### config.mk
export PLATFORM = sky130hd
export DESIGN_NAME = dwc_upconv_precalc_rchan_pipe
export DESIGN_NICKNAME = d
export VERILOG_FILES = /design/src/rtl/dwc_upconv_precalc_rchan_pipe.sv
export SDC_FILE = /design/constraint.sdc
export NUM_CORES = 1
export LEC_CHECK = 0
export CAP_MARGIN = 20
export CORE_UTILIZATION = 24
export CTS_BUF_LIST = sky130_fd_sc_hd__clkbuf_8 sky130_fd_sc_hd__clkbuf_16
export DETAILED_ROUTE_END_ITERATION = 8
export GPL_TIMING_DRIVEN = 1
export PLACE_DENSITY = 0.52
export SYNTH_ARGS = -nofsm -noshare
export SYNTH_HDL_FRONTEND = slang
export SYNTH_SLANG_ARGS = --single-unit
### constraint.sdc
create_clock -name clk -period 4.2 [get_ports clk]
set_input_delay 0.42 -clock clk [delete_from_list [all_inputs] [get_ports clk]]
set_output_delay 0.42 -clock clk [all_outputs]
set_load 0.02 [all_outputs]
### src/rtl/dwc_upconv_precalc_rchan_pipe.sv
// Read-command precalculation stage for the AXI upsizer: a 2-entry in-order buffer
// that stores each command only in its fully decoded form, so outputs come straight from flops.
module dwc_upconv_precalc_rchan_pipe #(
  parameter int unsigned DATA_WIDTH_MST = 32,
  parameter int unsigned DATA_WIDTH_SLV = 64,
  parameter int unsigned ID_WIDTH       = 4,
  parameter int unsigned ADDR_W         = 7
) (
  input  logic                                  clk,
  input  logic                                  rst_n,
  input  logic                                  in_valid,
  output logic                                  in_ready,
  input  logic [ADDR_W-1:0]                     addr_in,
  input  logic [ID_WIDTH-1:0]                   arid_in,
  input  logic [7:0]                            len_in,
  input  logic [2:0]                            size_in,
  input  logic [1:0]                            burst_in,
  input  logic                                  extend_wrap_in,
  input  logic [4:0]                            to_wrap_boundary_in,
  output logic                                  out_valid,
  input  logic                                  out_ready,
  output logic [ADDR_W-1:0]                     addr_beat_out,
  output logic [ID_WIDTH-1:0]                   arid_out,
  output logic [7:0]                            len_out,
  output logic [2:0]                            size_out,
  output logic [4:0]                            to_wrap_boundary_out,
  output logic                                  fixed_flag_out,
  output logic                                  wrap_flag_out,
  output logic                                  len_eq_0_out,
  output logic [$clog2(DATA_WIDTH_SLV/8):0]     lane_mask_out,
  output logic [3:0]                            src_shift_out,
  output logic [$clog2(DATA_WIDTH_SLV/8):0]     src_top_out,
  output logic [ADDR_W-1:0]                     wrap_mask_out,
  output logic                                  err_out,
  output logic [1:0]                            occupancy
);

  localparam int unsigned LogSlv  = $clog2(DATA_WIDTH_SLV / 8);
  localparam int unsigned LogMst  = $clog2(DATA_WIDTH_MST / 8);
  localparam int unsigned LaneW   = LogSlv + 1;
  localparam int unsigned LaneAll = (1 << LogSlv) - 1;

  typedef struct packed {
    logic [ADDR_W-1:0]   addr_beat;
    logic [ID_WIDTH-1:0] arid;
    logic [7:0]          len;
    logic [2:0]          size;
    logic [4:0]          to_wrap_boundary;
    logic                fixed_flag;
    logic                wrap_flag;
    logic                len_eq_0;
    logic [LogSlv:0]     lane_mask;
    logic [3:0]          src_shift;
    logic [LogSlv:0]     src_top;
    logic [ADDR_W-1:0]   wrap_mask;
    logic                err;
  } entry_t;

  typedef enum logic [1:0] {
    StEmpty = 2'd0,
    StOne   = 2'd1,
    StFull  = 2'd2
  } state_e;

  entry_t calc;
  logic   wrap_len_ok;
  logic   size_fits;

  always_comb begin
    calc                  = '0;
    size_fits             = (32'(size_in) <= LogSlv);
    wrap_len_ok           = (len_in == 8'd1) || (len_in == 8'd3) || (len_in == 8'd7) ||
                            (len_in == 8'd15);
    calc.addr_beat        = addr_in >> size_in;
    calc.arid             = arid_in;
    calc.len              = len_in;
    calc.size             = size_in;
    calc.to_wrap_boundary = to_wrap_boundary_in;
    calc.fixed_flag       = (burst_in == 2'b00);
    calc.wrap_flag        = (burst_in == 2'b10) && extend_wrap_in;
    calc.len_eq_0         = (len_in == 8'd0);
    // Sizes wider than the slave bus have no meaningful lane geometry.
    if (size_fits) begin
      calc.lane_mask = LaneW'(LaneAll >> size_in);
      calc.src_shift = 4'(LogSlv - 32'(size_in));
      calc.src_top   = LaneW'((32'd1 << (LogSlv - 32'(size_in))) - 32'd1);
    end
    if ((burst_in == 2'b10) && wrap_len_ok) begin
      calc.wrap_mask = ADDR_W'(((32'(len_in) + 32'd1) << size_in) - 32'd1);
    end
    calc.err = (32'(size_in) > LogMst) || (burst_in == 2'b11) ||
               ((burst_in == 2'b10) && !wrap_len_ok);
  end

  state_e state_q, state_d;
  entry_t head_q, head_d, tail_q, tail_d;
  logic   in_ready_q, in_ready_d;
  logic   push, pop;

  assign out_valid = (state_q != StEmpty);
  assign in_ready  = in_ready_q;
  assign push      = in_valid && in_ready_q;
  assign pop       = out_valid && out_ready;

  always_comb begin
    state_d = state_q;
    head_d  = head_q;
    tail_d  = tail_q;
    unique case (state_q)
      StEmpty: begin
        if (push) begin
          head_d  = calc;
          state_d = StOne;
        end
      end
      StOne: begin
        if (push && pop) begin
          head_d = calc;
        end else if (push) begin
          tail_d  = calc;
          state_d = StFull;
        end else if (pop) begin
          state_d = StEmpty;
        end
      end
      StFull: begin
        if (pop) begin
          head_d  = tail_q;
          state_d = StOne;
        end
      end
      default: state_d = StEmpty;
    endcase
    in_ready_d = (state_d != StFull);
  end

  always_ff @(posedge clk or negedge rst_n) begin
    if (!rst_n) begin
      state_q    <= StEmpty;
      head_q     <= '0;
      tail_q     <= '0;
      in_ready_q <= 1'b0;
    end else begin
      state_q    <= state_d;
      head_q     <= head_d;
      tail_q     <= tail_d;
      in_ready_q <= in_ready_d;
    end
  end

  assign occupancy            = (state_q == StFull) ? 2'd2 : ((state_q == StOne) ? 2'd1 : 2'd0);
  assign addr_beat_out        = head_q.addr_beat;
  assign arid_out             = head_q.arid;
  assign len_out              = head_q.len;
  assign size_out             = head_q.size;
  assign to_wrap_boundary_out = head_q.to_wrap_boundary;
  assign fixed_flag_out       = head_q.fixed_flag;
  assign wrap_flag_out        = head_q.wrap_flag;
  assign len_eq_0_out         = head_q.len_eq_0;
  assign lane_mask_out        = head_q.lane_mask;
  assign src_shift_out        = head_q.src_shift;
  assign src_top_out          = head_q.src_top;
  assign wrap_mask_out        = head_q.wrap_mask;
  assign err_out              = head_q.err;

endmodule

After elaboration in Yosys (flattened, before gate mapping)
Cells that the tools add are included.

operators by class
  add/sub/neg operators = 4
  order comparisons = 2
  equality and inequality tests = 12
  shift operators = 4
  mux-type cells = 14
  bitwise gates (word level) = 1
  reduce and logical (&&, ||, !) cells = 19

operators with widths
  kind                                                  count
  2-to-1 mux 50 bit                                     3
  one-hot mux 50 bit (3 select lines)                   1
  << shifter 1 x 32 -> 4 bit (first input constant)     1
  2-to-1 mux 12 bit                                     1
  2-to-1 mux 2 bit                                      6
  adder 8 x 1 -> 9 bit (second input constant)          1
  << shifter 9 x 3 -> 7 bit                             1
  equality test 8 x 1 -> 1 bit (second input constant)  1
  equality test 8 x 2 -> 1 bit (second input constant)  1
  equality test 8 x 3 -> 1 bit (second input constant)  1
  equality test 8 x 4 -> 1 bit (second input constant)  1
  logical NOT 8 bit                                     1
  inequality test 2 bit (second input constant)         4
  2-to-1 mux 7 bit                                      1
  right shift 7 x 3 -> 7 bit                            1
  subtractor 7 x 1 -> 7 bit (second input constant)     1
  equality test 2 bit (second input constant)           3
  logical AND 1 bit                                     6
  one-hot mux 2 bit (3 select lines)                    1
  logical OR 1 bit                                      5
  logical NOT 2 bit                                     2
  AND reduction 4 bit                                   1
  right shift 3 x 3 -> 4 bit (first input constant)     1
  subtractor 2 x 3 -> 4 bit (first input constant)      1
  10 further kinds                                      10

storage, ports and cells
  bits in registers = 103
  word-level logic and storage cells = 84

Logic depth before layout (Yosys ltp)
  depth after elaboration = 9
  gate-level depth with buffers = 11
  gate-level depth less buffers = 10

Worst setup path after synthesis
Ideal clock, no wire load.

  kind = input -> register
  start = input size_in[1]
  end = register tail_q[7] (netlist name)
  arrival time = 2.530 ns
  required time = 4.105 ns
  path slack = 1.575 ns
  stages = 11
  buffers on the path = 2
  cells stage by stage = buf_2 > inv_1 > clkbuf_1 > nand2_1 > or2_2 > ha_1 > and2_1 > a31o_2 > and3b_1 > xor2_1 > o31ai_1

on the way
  word-level cells in the longest chain between the ends = 3

RTL lines
  item                       line  source
  start, declared            16    input logic [2:0] size_in,
  << shifter 9 x 3 -> 7 bit  89    calc.wrap_mask = ADDR_W'(((32'(len_in) + 32'd1) << size_in) - 32'd1);
  subtractor 7 x 1 -> 7 bit  89
  2-to-1 mux 7 bit           88    if ((burst_in == 2'b10) && wrap_len_ok) begin
  end signal, assigned       146   tail_q <= tail_d;
  end, declared              96    entry_t head_q, head_d, tail_q, tail_d;

No other way between the ends.
A chain may end at the register's enable or synchronous reset.

Final worst setup path
  start = input len_in[0]
  end = register tail_q[7] (netlist name)

on the way
  word-level cells in the longest chain between the ends = 6

RTL lines
  item                                                                          line  source
  start, declared                                                               15    input logic [7:0] len_in,
  parallel branches: the longest is 5 deep, another holds adder 8 x 1 -> 9 bit  n/a
  2-to-1 mux 7 bit (*)                                                          88

Mark *: on every way between the ends.

==> impl_metrics.ini <==
[sta]
fin_tns_setup_ns = 0
fin_ws_ns = 1.24
fin_crit_sh_pct = 70.5
fmax_ghz = 0.338
slew_headroom_pct = 31.3
hold_violations = 0
min_period_ns = 2.96
worstMarginPinSlew_ns = 1.03
final_max_slew_viol_count = 0
rsz0062_at_grt = false
setup_viol = 0
skew_ns = 0.00789
hold-worst-slack_ns = 0.195

[yosys]
yosys_warnings = 0
yosysTopAreaCell = dfrtp_1
synthCells = 556
postSynth.asyncResetShare_pct = 100
synth_area_leaders = dfrtp_1 50%, nand2_1 12%, nor2_1 4.3%
ys_ff_latch = 95
synthesis.nets = 594
synth_cell_types = 54
ys_dominant_reg_cell = dfrtp_1
syn_area_per_cell_sq_um = 8.48
syn_area_sq_um = 4720
yosysSeqAreaShare_pct = 50.4
synth_edf_count = 0
synth_top_area_share_pct = 50.4

[route]
dr.pass1.iters = 4
drtAntennaViolNets = 0
postRouteWirelength_microns = 13200
drc = 0
wl_per_cell_microns = 15.0
first_iter_violations = 228
vias_per_cell = 4.52
via_count = 3997

[floorplan]
die-height_microns = 142
rows = 50
coreArea_sq_um = 19000
dieArea_sq_um = 20200
dieWidth_microns = 142
io_pins = 88
start_util_pct = 24.9

[placement]
port_buffers = 86
gp_congestion = 0.821
detailed_place.area_sq_um = 5790
dpl.hpwl_microns = 9160
pre_cts_ws_ns = 0.862

[worst_setup_path]
startpoint_type = primary input
r2r-start = state_q[0]
reg2reg_slack_ns = 1.86
path_max_fanout = 9
crit_required_ns = 4.45
cp_top_family = buffers and inverters
worstReg2RegEnd = wrap_mask_out[6]
cp_common_cell = ha_1
end_kind = register
cpPeakStageDelay_ns = 0.67
r2r_cells = 6
cp_cell_sequence = clkdlybuf4s50_1, inv_1, ha_1, o21ai_0, or2_2, ha_1, and2_1, a31o_2, and3b_1, xor2_1, o31ai_1
cp_slowest_cell = clkdlybuf4s50_1
crit_buf_inv = 2
crit_type = primary input to register
arrival_ns = 3.21

[cts]
htreeDepth = 3
cts_tree = yes
cts_post_setup_buffers_inserted = 0
clkSlewWorstSetupHoldPaths_ns = 0.07
cts_hold_buf = 0
cts_max_path_buffers = 2
clk_latency_ns = 0.35
numCtsBuffers = 9
cts.sinks = 95
cts_root_buf = clkbuf_16
ctsResizeCount = 0

[power_and_ir_drop]
leakage_nw = 2.63
p_per_area_nw_per_um2 = 645
vdd_drop_max_v = 0.000223

[final_layout]
nFillCells = 2008
final_util_pct = 32.3
stdcell_area_sq_um = 6120
areaGrowthSynthToFinish_pct = 29.7
final_common_cell = nand2_1
antenna_cells = 0
fin_nets = 657
drive_above_1_share_pct = 6.09
most-common-layout-cells = 151 x nand2_1, 95 x dfrtp_1, 85 x clkdlybuf4s50_1, 54 x nor2_1, 36 x a21oi_1

[global_routing]
grt_pass1_vias = 3860
gr-usage-all-layers_pct = 13.8
grt_max_degree = 70
grt_pass1_wl_microns = 21400
antenna_found_initial = 0
grt_overflow_total = 0

[outcome]
status = completed

[run]
maxCapViolCount = 0

[min_path]
hp-class = primary input to asynchronous set/reset pin
[cell families after synthesis]
kind of cell	count (synthesis)	share of synthesized area (%)
buf+inv	54	4.83
mux	10	2.44
fa+ha+maj	4	1.06
xor+xnor	8	1.49
other cells	1	0.0795
simple gates	262	24.2
compound gates	122	15.5
flops	95	50.4
[worst max-delay path by stage]
stage,from,to,slack (ns),depth (start not counted)
2_1_floorplan,size_in[1],tail_q[7],1.57,11
3_3_place_gp,len_in[0],tail_q[7],0.90,11
3_5_place_dp,len_in[0],tail_q[7],0.86,11
4_1_cts,len_in[0],tail_q[7],1.23,11
5_1_grt,len_in[0],tail_q[7],0.98,11
6_report,len_in[0],tail_q[7],1.24,11
[cell type report]
type	instances	area, sq um	share of cell area (%)
Clock buffer	9	225	3.68
Clock inverter	7	96.3	1.58
Inverter	12	45.0	0.736
Multi-Input combinational cell	407	2120	34.6
Sequential cell	95	2380	38.9
Tap cell	260	325	5.32
Timing Repair Buffer	94	931	15.2
[routing by layer]
| layer | global-route usage [%] | share of wire, % | up-vias |
|---|---|---|---|
| li1 | - | - | 2006 |
| met1 | 18.9 | 48 | 1879 |
| met2 | 21.6 | 47 | 99 |
| met3 | 2.62 | 3.8 | 13 |
| met4 | 4.75 | 1.4 | 0 |
| met5 | 0 | 0 | - |
[per-stage QoR]
stage          instances  total power, mW
2_1_floorplan        556             2.37
3_3_place_gp         868             3.08
3_5_place_dp         868             3.11
4_1_cts              884             4.01
5_1_grt              884             4.22
6_report             884             3.94
[power by group]
part | internal, mW | leakage, nW | switching [mW]
logic | 0.680 | 1.31 | 0.895
clock network | 0.523 | 0.153 | 0.364
registers | 1.28 | 1.16 | 0.206
[state kept, by name, summed over array words and instances (netlist names)]
register / count
wrap_flag_out: 1
arid_out: 4
state_q: 2
tail_q: 46
src_top_out: 3
len_out: 8
wrap_mask_out: 7
to_wrap_boundary_out: 5
addr_beat_out: 7
err_out: 1
size_out: 3
src_shift_out: 2
in_ready: 1
lane_mask_out: 3
fixed_flag_out: 1
len_eq_0_out: 1
[cell usage after synthesis (2+ instances only)]
master	instances
o21ai_0	27
xnor2_1	5
buf_4	4
nor2_1	54
o31ai_1	7
clkbuf_1	29
a21oi_1	36
and3_1	6
o211ai_1	4
a21o_1	2
nand2_1	153
dfrtp_1	95
nand3_1	10
mux2_2	2
mux2i_1	7
a31oi_1	30
inv_1	9
a211oi_1	5
nor4_1	2
xor2_1	3
ha_1	4
nand3b_1	2
nor4b_1	2
or2_2	2
nor3_1	9
buf_2	7
and2_1	6
nand2b_1	3
clkinv_1	3
nor2b_1	4
[worst reg2reg max path, delay by kind of cell (launching register included)]
| family | cells | cell delay [ns] |
|---|---|---|
| AOI/OAI and AO/OA | 2 | 0.28 |
| buffers and inverters | 1 | 0.33 |
| DFF | 1 | 0.43 |
| and+or+nand+nor | 3 | 1.23 |
(Power assumes the default switching activity.)
